## src/rtl/c1541_sd_arb.sv

```systemverilog
// c1541_sd_arb: round-robin arbiter sharing one host SD block port
// among NDRV 1541 drive emulators.
module c1541_sd_arb #(
  parameter int          NDRV    = 2,
  parameter logic [23:0] TIMEOUT = 24'd16777215
) (
  input  logic                 clk,
  input  logic                 reset,
  input  logic [32*NDRV-1:0]   drv_lba,
  input  logic [NDRV-1:0]      drv_rd,
  input  logic [NDRV-1:0]      drv_wr,
  output logic [NDRV-1:0]      drv_ack,
  output logic [NDRV-1:0]      drv_buff_wr,
  output logic [NDRV-1:0]      drv_err,
  output logic [31:0]          sd_lba,
  output logic                 sd_rd,
  output logic                 sd_wr,
  input  logic                 sd_ack,
  input  logic                 sd_buff_wr,
  output logic [1:0]           sd_sel,
  output logic                 busy
);

  typedef enum logic [1:0] {
    IDLE,
    ISSUE,
    XFER,
    RELEASE
  } state_t;

  state_t            state_q, state_d;
  logic [1:0]        ptr_q, ptr_d;
  logic [1:0]        sel_q, sel_d;
  logic [31:0]       lba_q, lba_d;
  logic              op_q, op_d;
  logic              busy_q, busy_d;
  logic              rd_q, rd_d;
  logic              wr_q, wr_d;
  logic [NDRV-1:0]   err_q, err_d;
  logic [23:0]       cnt_q, cnt_d;
  logic              old_ack_q;

  logic              found;
  logic [1:0]        gnt;
  logic [31:0]       gnt_lba;
  logic              gnt_wr;

  function automatic logic [1:0] wrap_add(
    input logic [1:0] p,
    input int         o
  );
    int s;
    s = int'(p) + o;
    if (s >= NDRV) s = s - NDRV;
    return 2'(s);
  endfunction

  // Descending offset so the closest requester at/after ptr wins.
  always_comb begin
    found = 1'b0;
    gnt   = ptr_q;
    for (int o = NDRV - 1; o >= 0; o--) begin
      for (int i = 0; i < NDRV; i++) begin
        if (wrap_add(ptr_q, o) == 2'(i) &&
            (drv_rd[i] || drv_wr[i])) begin
          found = 1'b1;
          gnt   = 2'(i);
        end
      end
    end
  end

  always_comb begin
    gnt_lba = '0;
    gnt_wr  = 1'b0;
    for (int i = 0; i < NDRV; i++) begin
      if (gnt == 2'(i)) begin
        gnt_lba = drv_lba[32*i +: 32];
        gnt_wr  = drv_wr[i];
      end
    end
  end

  always_comb begin
    state_d = state_q;
    ptr_d   = ptr_q;
    sel_d   = sel_q;
    lba_d   = lba_q;
    op_d    = op_q;
    busy_d  = busy_q;
    rd_d    = rd_q;
    wr_d    = wr_q;
    err_d   = '0;
    cnt_d   = cnt_q;
    unique case (state_q)
      IDLE: begin
        if (found) begin
          state_d = ISSUE;
          sel_d   = gnt;
          lba_d   = gnt_lba;
          op_d    = gnt_wr;
          busy_d  = 1'b1;
          rd_d    = !gnt_wr;
          wr_d    = gnt_wr;
          cnt_d   = '0;
        end
      end
      ISSUE: begin
        // An ack on the timeout edge still counts as completion.
        if (sd_ack) begin
          rd_d    = 1'b0;
          wr_d    = 1'b0;
          state_d = XFER;
        end else if (cnt_q == TIMEOUT - 24'd1) begin
          rd_d    = 1'b0;
          wr_d    = 1'b0;
          state_d = RELEASE;
          for (int i = 0; i < NDRV; i++) begin
            if (sel_q == 2'(i)) err_d[i] = 1'b1;
          end
        end else begin
          cnt_d = cnt_q + 24'd1;
        end
      end
      XFER: begin
        if (old_ack_q && !sd_ack) state_d = RELEASE;
      end
      RELEASE: begin
        busy_d  = 1'b0;
        ptr_d   = wrap_add(sel_q, 1);
        state_d = IDLE;
      end
      default: state_d = IDLE;
    endcase
  end

  always_ff @(posedge clk) begin
    if (reset) begin
      state_q   <= IDLE;
      ptr_q     <= '0;
      sel_q     <= '0;
      lba_q     <= '0;
      op_q      <= 1'b0;
      busy_q    <= 1'b0;
      rd_q      <= 1'b0;
      wr_q      <= 1'b0;
      err_q     <= '0;
      cnt_q     <= '0;
      old_ack_q <= 1'b0;
    end else begin
      state_q   <= state_d;
      ptr_q     <= ptr_d;
      sel_q     <= sel_d;
      lba_q     <= lba_d;
      op_q      <= op_d;
      busy_q    <= busy_d;
      rd_q      <= rd_d;
      wr_q      <= wr_d;
      err_q     <= err_d;
      cnt_q     <= cnt_d;
      old_ack_q <= sd_ack;
    end
  end

  always_comb begin
    drv_ack     = '0;
    drv_buff_wr = '0;
    for (int i = 0; i < NDRV; i++) begin
      drv_ack[i]     = sd_ack && busy_q && (sel_q == 2'(i));
      drv_buff_wr[i] = sd_buff_wr && busy_q && (sel_q == 2'(i));
    end
  end

  assign sd_lba  = lba_q;
  assign sd_rd   = rd_q;
  assign sd_wr   = wr_q;
  assign sd_sel  = sel_q;
  assign busy    = busy_q;
  assign drv_err = err_q;

  logic unused_op;
  assign unused_op = op_q;

endmodule

```

## config.mk

```make
export PLATFORM = sky130hd
export DESIGN_NAME = c1541_sd_arb
export DESIGN_NICKNAME = d
export VERILOG_FILES = /design/src/rtl/c1541_sd_arb.sv
export SDC_FILE = /design/constraint.sdc
export NUM_CORES = 1
export LEC_CHECK = 0
export ABC_CLOCK_PERIOD_IN_PS = 4000
export CAP_MARGIN = 20
export CORE_MARGIN = 2
export CORE_UTILIZATION = 40
export DETAILED_ROUTE_END_ITERATION = 16
export HOLD_SLACK_MARGIN = 0.08
export PLACE_DENSITY = 0.81
export SLEW_MARGIN = 20
export SYNTH_ARGS = -nofsm -noshare
export SYNTH_HDL_FRONTEND = slang
export SYNTH_SLANG_ARGS = --single-unit
```

## constraint.sdc

```tcl
create_clock -name clk -period 4 [get_ports clk]
set_clock_uncertainty 0.15 [all_clocks]
set_input_delay 1.2 -clock clk [delete_from_list [all_inputs] [get_ports clk]]
set_output_delay 1.2 -clock clk [all_outputs]
set_load 0.02 [all_outputs]
```

; ---- After elaboration in Yosys (flattened, before gate mapping)
; Cells that the tools add are included.
[op_classes]
multipliers = 0
bitwise_logic = 2
addsub = 6
n_reduce_logical = 28
n_mux = 34
shifts = 0
eq_ne = 13
n_div = 0
order_cmp = 3
[op_table]
columns = cell, n
row1 = 24-bit 2-to-1 mux, 3
row2 = 32-bit 2-to-1 mux, 2
row3 = 24-bit case mux with 2 select lines, 1
row4 = "24-bit by 1-bit adder with 24-bit output, second input constant", 1
row5 = "24-bit == test, second input constant", 1
row6 = 2-bit 2-to-1 mux, 11
row7 = 1-bit 2-to-1 mux, 13
row8 = 1-bit logical AND, 11
row9 = "2-bit by 1-bit == test with 1-bit output, second input constant", 5
row10 = 2-bit logical NOT, 5
row11 = "2-bit inequality test, second input constant", 4
row12 = 2-bit case mux with 4 select lines, 1
row13 = "2-bit by 1-bit adder with 3-bit output, second input constant", 2
row14 = "3-bit by 2-bit >= comparator with 1-bit output, second input constant", 2
row15 = 1-bit case mux with 2 select lines, 3
row16 = 3-bit AND reduction, 2
row17 = "2-bit subtractor, second input constant", 3
row18 = "2-bit == test, second input constant", 2
row19 = 2-bit AND reduction, 2
row20 = 4-bit AND reduction, 1
row21 = 2-bit nonzero test, 2
row22 = 4-bit OR reduction, 1
row23 = "3-bit inequality test, second input constant", 1
row24 = "2-bit >= comparator, second input constant", 1
row25 = other kinds (3), 6
[totals]
ram_bits = 0
ff_bits = 68
inputBits = 72
rom_bits = 0
latchBits = 0
memories = 0

; ---- Longest topological paths before layout
[logic_depth]
ltp_word = 15
mapped_depth = 10
depth_no_buf = 7

; ---- Worst setup path after synthesis
; Ideal clock, no wire load.
[synth_timing]
kind = input -> output
startpoint = in sd_ack
endpoint = out drv_ack[0]
path_slack_ns = 1.118
arrival_ns = 1.532
path_buffers = 0
stages = 2
path_cell_list = nand2_1 nor2_1
[synth_between]
elab_chain_cells = 2
[synth_rtl]
columns = item, line_no
row1 = "start, declared", 18  ; input logic sd_ack,
row2 = 1-bit logical AND (2 in series), 169  ; drv_ack[i] = sd_ack && busy_q && (sel_q == 2'(i));
row3 = "end, declared", 12  ; output logic [NDRV-1:0] drv_ack,
; No other way between the ends.

; ---- Worst setup path in the final report
[layout_timing]
startpoint = in sd_ack
endpoint = out drv_ack[1]
; The elaborated chain is that of the path after synthesis.

==> flow_summary.yaml <==
drt:
  drt-vias-per-instance: 5.617
  dr.pass1.iters: 4
  drc: 0
  vias: 3342
  wl_per_cell_um: 14.70
  drt_iter0_markers: 107
  totalWireLength_um: 8745
  ant_nets: 0
pwr:
  ir_worst_vdd_v: 0.0003922
  power.density_nw_per_um2: 630.7
  internal-power_mw: 1.793
  power_leakage_nw: 1.628
  p_seq_share_pct: 31.4
  power.switching_mw: 1.152
  pwr-share-comb_pct: 47.5
  sw_frac_of_total_pct: 39.13
  clkPwrFrac_pct: 21.0
finish:
  layout_commonest_cell: "clkdlybuf4s50_1"
  nets: 567
  final_cell_mix: "clkdlybuf4s50_1 (114), dfxtp_1 (68), nor2_1 (51), nor3_1 (35), a221oi_1 (32)"
  antennaDiodeCount: 0
  drive_above_1_share_pct: 6.288
  area_growth_pct: 44.37
logic_synthesis:
  yosys.cell_types.count: 44
  netlist.area_leader.share_pct: 42.09
  synth-seq-area-share_pct: 42.09
  synth_area_um2: 3234
  synth_flop_cell: "dfxtp_1"
  synthTopCellsByArea: "dfxtp_1 (42%), a221oi_1 (8.7%), nor2_1 (5.9%)"
  yosysTopAreaCell: "dfxtp_1"
  syn-num-nets: 465
  synth_edf_count: 0
  async_flop_share_pct: 0
  syn_area_per_cell_um2: 8.379
  syn_inst: 386
  ys_warn_count: 0
  ys_ff_latch: 68
grt:
  gr-total-overflow: 0
  grt_max_degree: 33
  grt_pass1_wl_um: 14370
  grtUsageTotal_pct: 20.36
  grt_pass1_vias: 3216
  antenna_found_initial: 0
sta:
  setup-tns-final_ns: 0
  final-setup-viol-count: 0
  worstMarginPinSlew_ns: 0.9726
  rsz0062_at_grt: "no"
  fin_crit_sh_pct: 94.88
  fin_ws_ns: 0.2047
  period_minus_slack_ns: 3.795
  final-hold-violation-count: 0
  slew_headroom_pct: 35.16
  fmaxAchievable_mhz: 263.5
  slew_viol_final: 0
setup_path:
  slowest_stage: "clkdlybuf4s50_1"
  crit_type: "primary input to output pin"
  critical_path.top_delay_family: "buffers and inverters"
  crit_top_cell: "clkdlybuf4s50_1"
  path_buf_inv: 2
  worstPathMaxFanout: 2
  r2r-start: "state_q[1]"
  arrival_ns: 2.45
  cp-start-kind: "primary input"
  crit_start: "sd_ack"
  worst_r2r_path_depth: 7
  slowest_delay_ns: 0.61
  r2r_slack_ns: 1.46
  cp_data_required_time_ns: 2.65
  cp_cell_sequence: "clkdlybuf4s50_1 -> nand2_1 -> nor2_1 -> clkdlybuf4s50_1"
  r2r_end: "cnt_q[8]"
  cp-end-kind: "output pin"
floorplanning:
  die_h_um: 93.92
  ios: 115
  coreArea_um2: 7767
  die_area_um2: 8821
  die_w_um: 93.92
  rows: 32
  start_util_pct: 41.64
placed_design:
  portBuffers: 114
  dp_hpwl_um: 6487
  routabilityCongestion: 0.8197
  dp_slack_ns: 0.2040
cts:
  cts_buffer_depth: 2
  clkSlewWorstSetupHoldPaths_ns: 0.07
  cts.sinks: 68
  insertion_delay_ns: 0.35
  post_cts_resized: 0
  cts_tree: "built"
  cts_htree_levels: 3
  ctsHoldBuffers: 0
  cts-root-buf: "clkbuf_8"
  cts_made_buffers: 9
  cts_setup_buffers: 0
min_path:
  hp-class: "flop to flop"
  whs_path_depth: 2
  min_from: "sd_wr"
  min_to: "sd_wr"
run:
  cap_violations: 0
run_status:
  status: "completed"
==> power by group through the flow <==
| stage | combinational (mW) | clock, mW | sequential [mW] |
|---|---|---|---|
| 2_1_floorplan | 0.695 | 0 | 1.09 |
| 3_3_place_gp | 1.37 | 0 | 0.932 |
| 3_5_place_dp | 1.40 | 0 | 0.940 |
| 4_1_cts | 1.41 | 0.633 | 0.925 |
| 5_1_grt | 1.54 | 0.665 | 0.943 |
| 6_report | 1.40 | 0.620 | 0.926 |
==> synth_stat cells, drive strengths merged, types with 2 or more instances <==
cell     n
or2      3
nand2   17
nor3    35
a21o     2
nor4     3
a211oi   3
ha       7
nand2b   5
nor2    51
and3     4
clkbuf  23
and2     3
a32o     2
a221oi  32
nand4    5
and4     2
o31ai   17
xnor2    4
o21ai    8
a21oi   28
buf      7
mux2i    3
dfxtp   68
nand3   10
or3      5
or4     14
inv     11
nor2b    3
==> through the flow <==
step	std cells	cell area (um^2)	total power [mW]	hold slack, ns	utilization [%]
floorplan	386	3234	1.786	0.2977	-
global placement	579	4453	2.303	0.3075	57.33
detailed placement	579	4453	2.338	0.3204	57.33
CTS	595	4669	2.969	0.3320	60.12
global route	595	4669	3.149	0.3618	60.12
finish	595	4669	2.945	0.3330	60.12
==> layout make-up <==
| cell class | instances | area (um^2) |
|---|---|---|
| clock inverters | 5 | 75.07 |
| flip-flops and latches | 68 | 1361 |
| well taps | 102 | 127.6 |
| fillers | 675 | 3098 |
| multi-input cells | 277 | 1717 |
| clock buffers | 11 | 141.4 |
| inverters | 11 | 41.29 |
| repair buffers | 121 | 1206 |
==> worst max path at each step <==
stage / cells past startpoint / endpoint / slack (ns)
global route: 4 / drv_ack[0] / 0.14
finish: 4 / drv_ack[1] / 0.20
global placement: 4 / drv_ack[1] / 0.22
CTS: 4 / drv_ack[1] / 0.20
floorplan: 2 / drv_ack[0] / 1.12
detailed placement: 4 / drv_ack[1] / 0.20
==> flip-flops by register name, summed over array words and instances, names as in the netlist <==
| name | cells |
|---|---|
| sd_lba | 32 |
| cnt_q | 24 |
| drv_err | 2 |
| ptr_q | 2 |
| sd_sel | 2 |
| state_q | 2 |
| busy | 1 |
| old_ack_q | 1 |
| sd_rd | 1 |
| sd_wr | 1 |
==> cell families (layout without fill, tap and decap cells) <==
family,Yosys count,count (layout),synth area share (%)
buffers and inverters,41,148,5.067
xor gates and xnor gates,4,4,1.083
DFF,68,68,42.09
muxes,3,3,0.9285
AOI/OAI and AO/OA,99,99,22.09
and+or+nand+nor,164,164,26.03
adders and majority gates,7,7,2.708
==> worst min-delay path: stages (launching register included) <==
cell and delay (ns):
dfxtp_1 0.31, o21ai_0 0.07, a21oi_1 0.06
==> layer usage <==
layer | vias to the layer above | track usage [%] | share of wire, %
met2 | 102 | 34.58 | 49
met4 | 0 | 8.696 | 1.6
met3 | 12 | 7.223 | 8.0
met5 | - | 0 | 0
met1 | 1579 | 23.02 | 41
li1 | 1649 | - | -
Power figures use the tool's default switching activity.
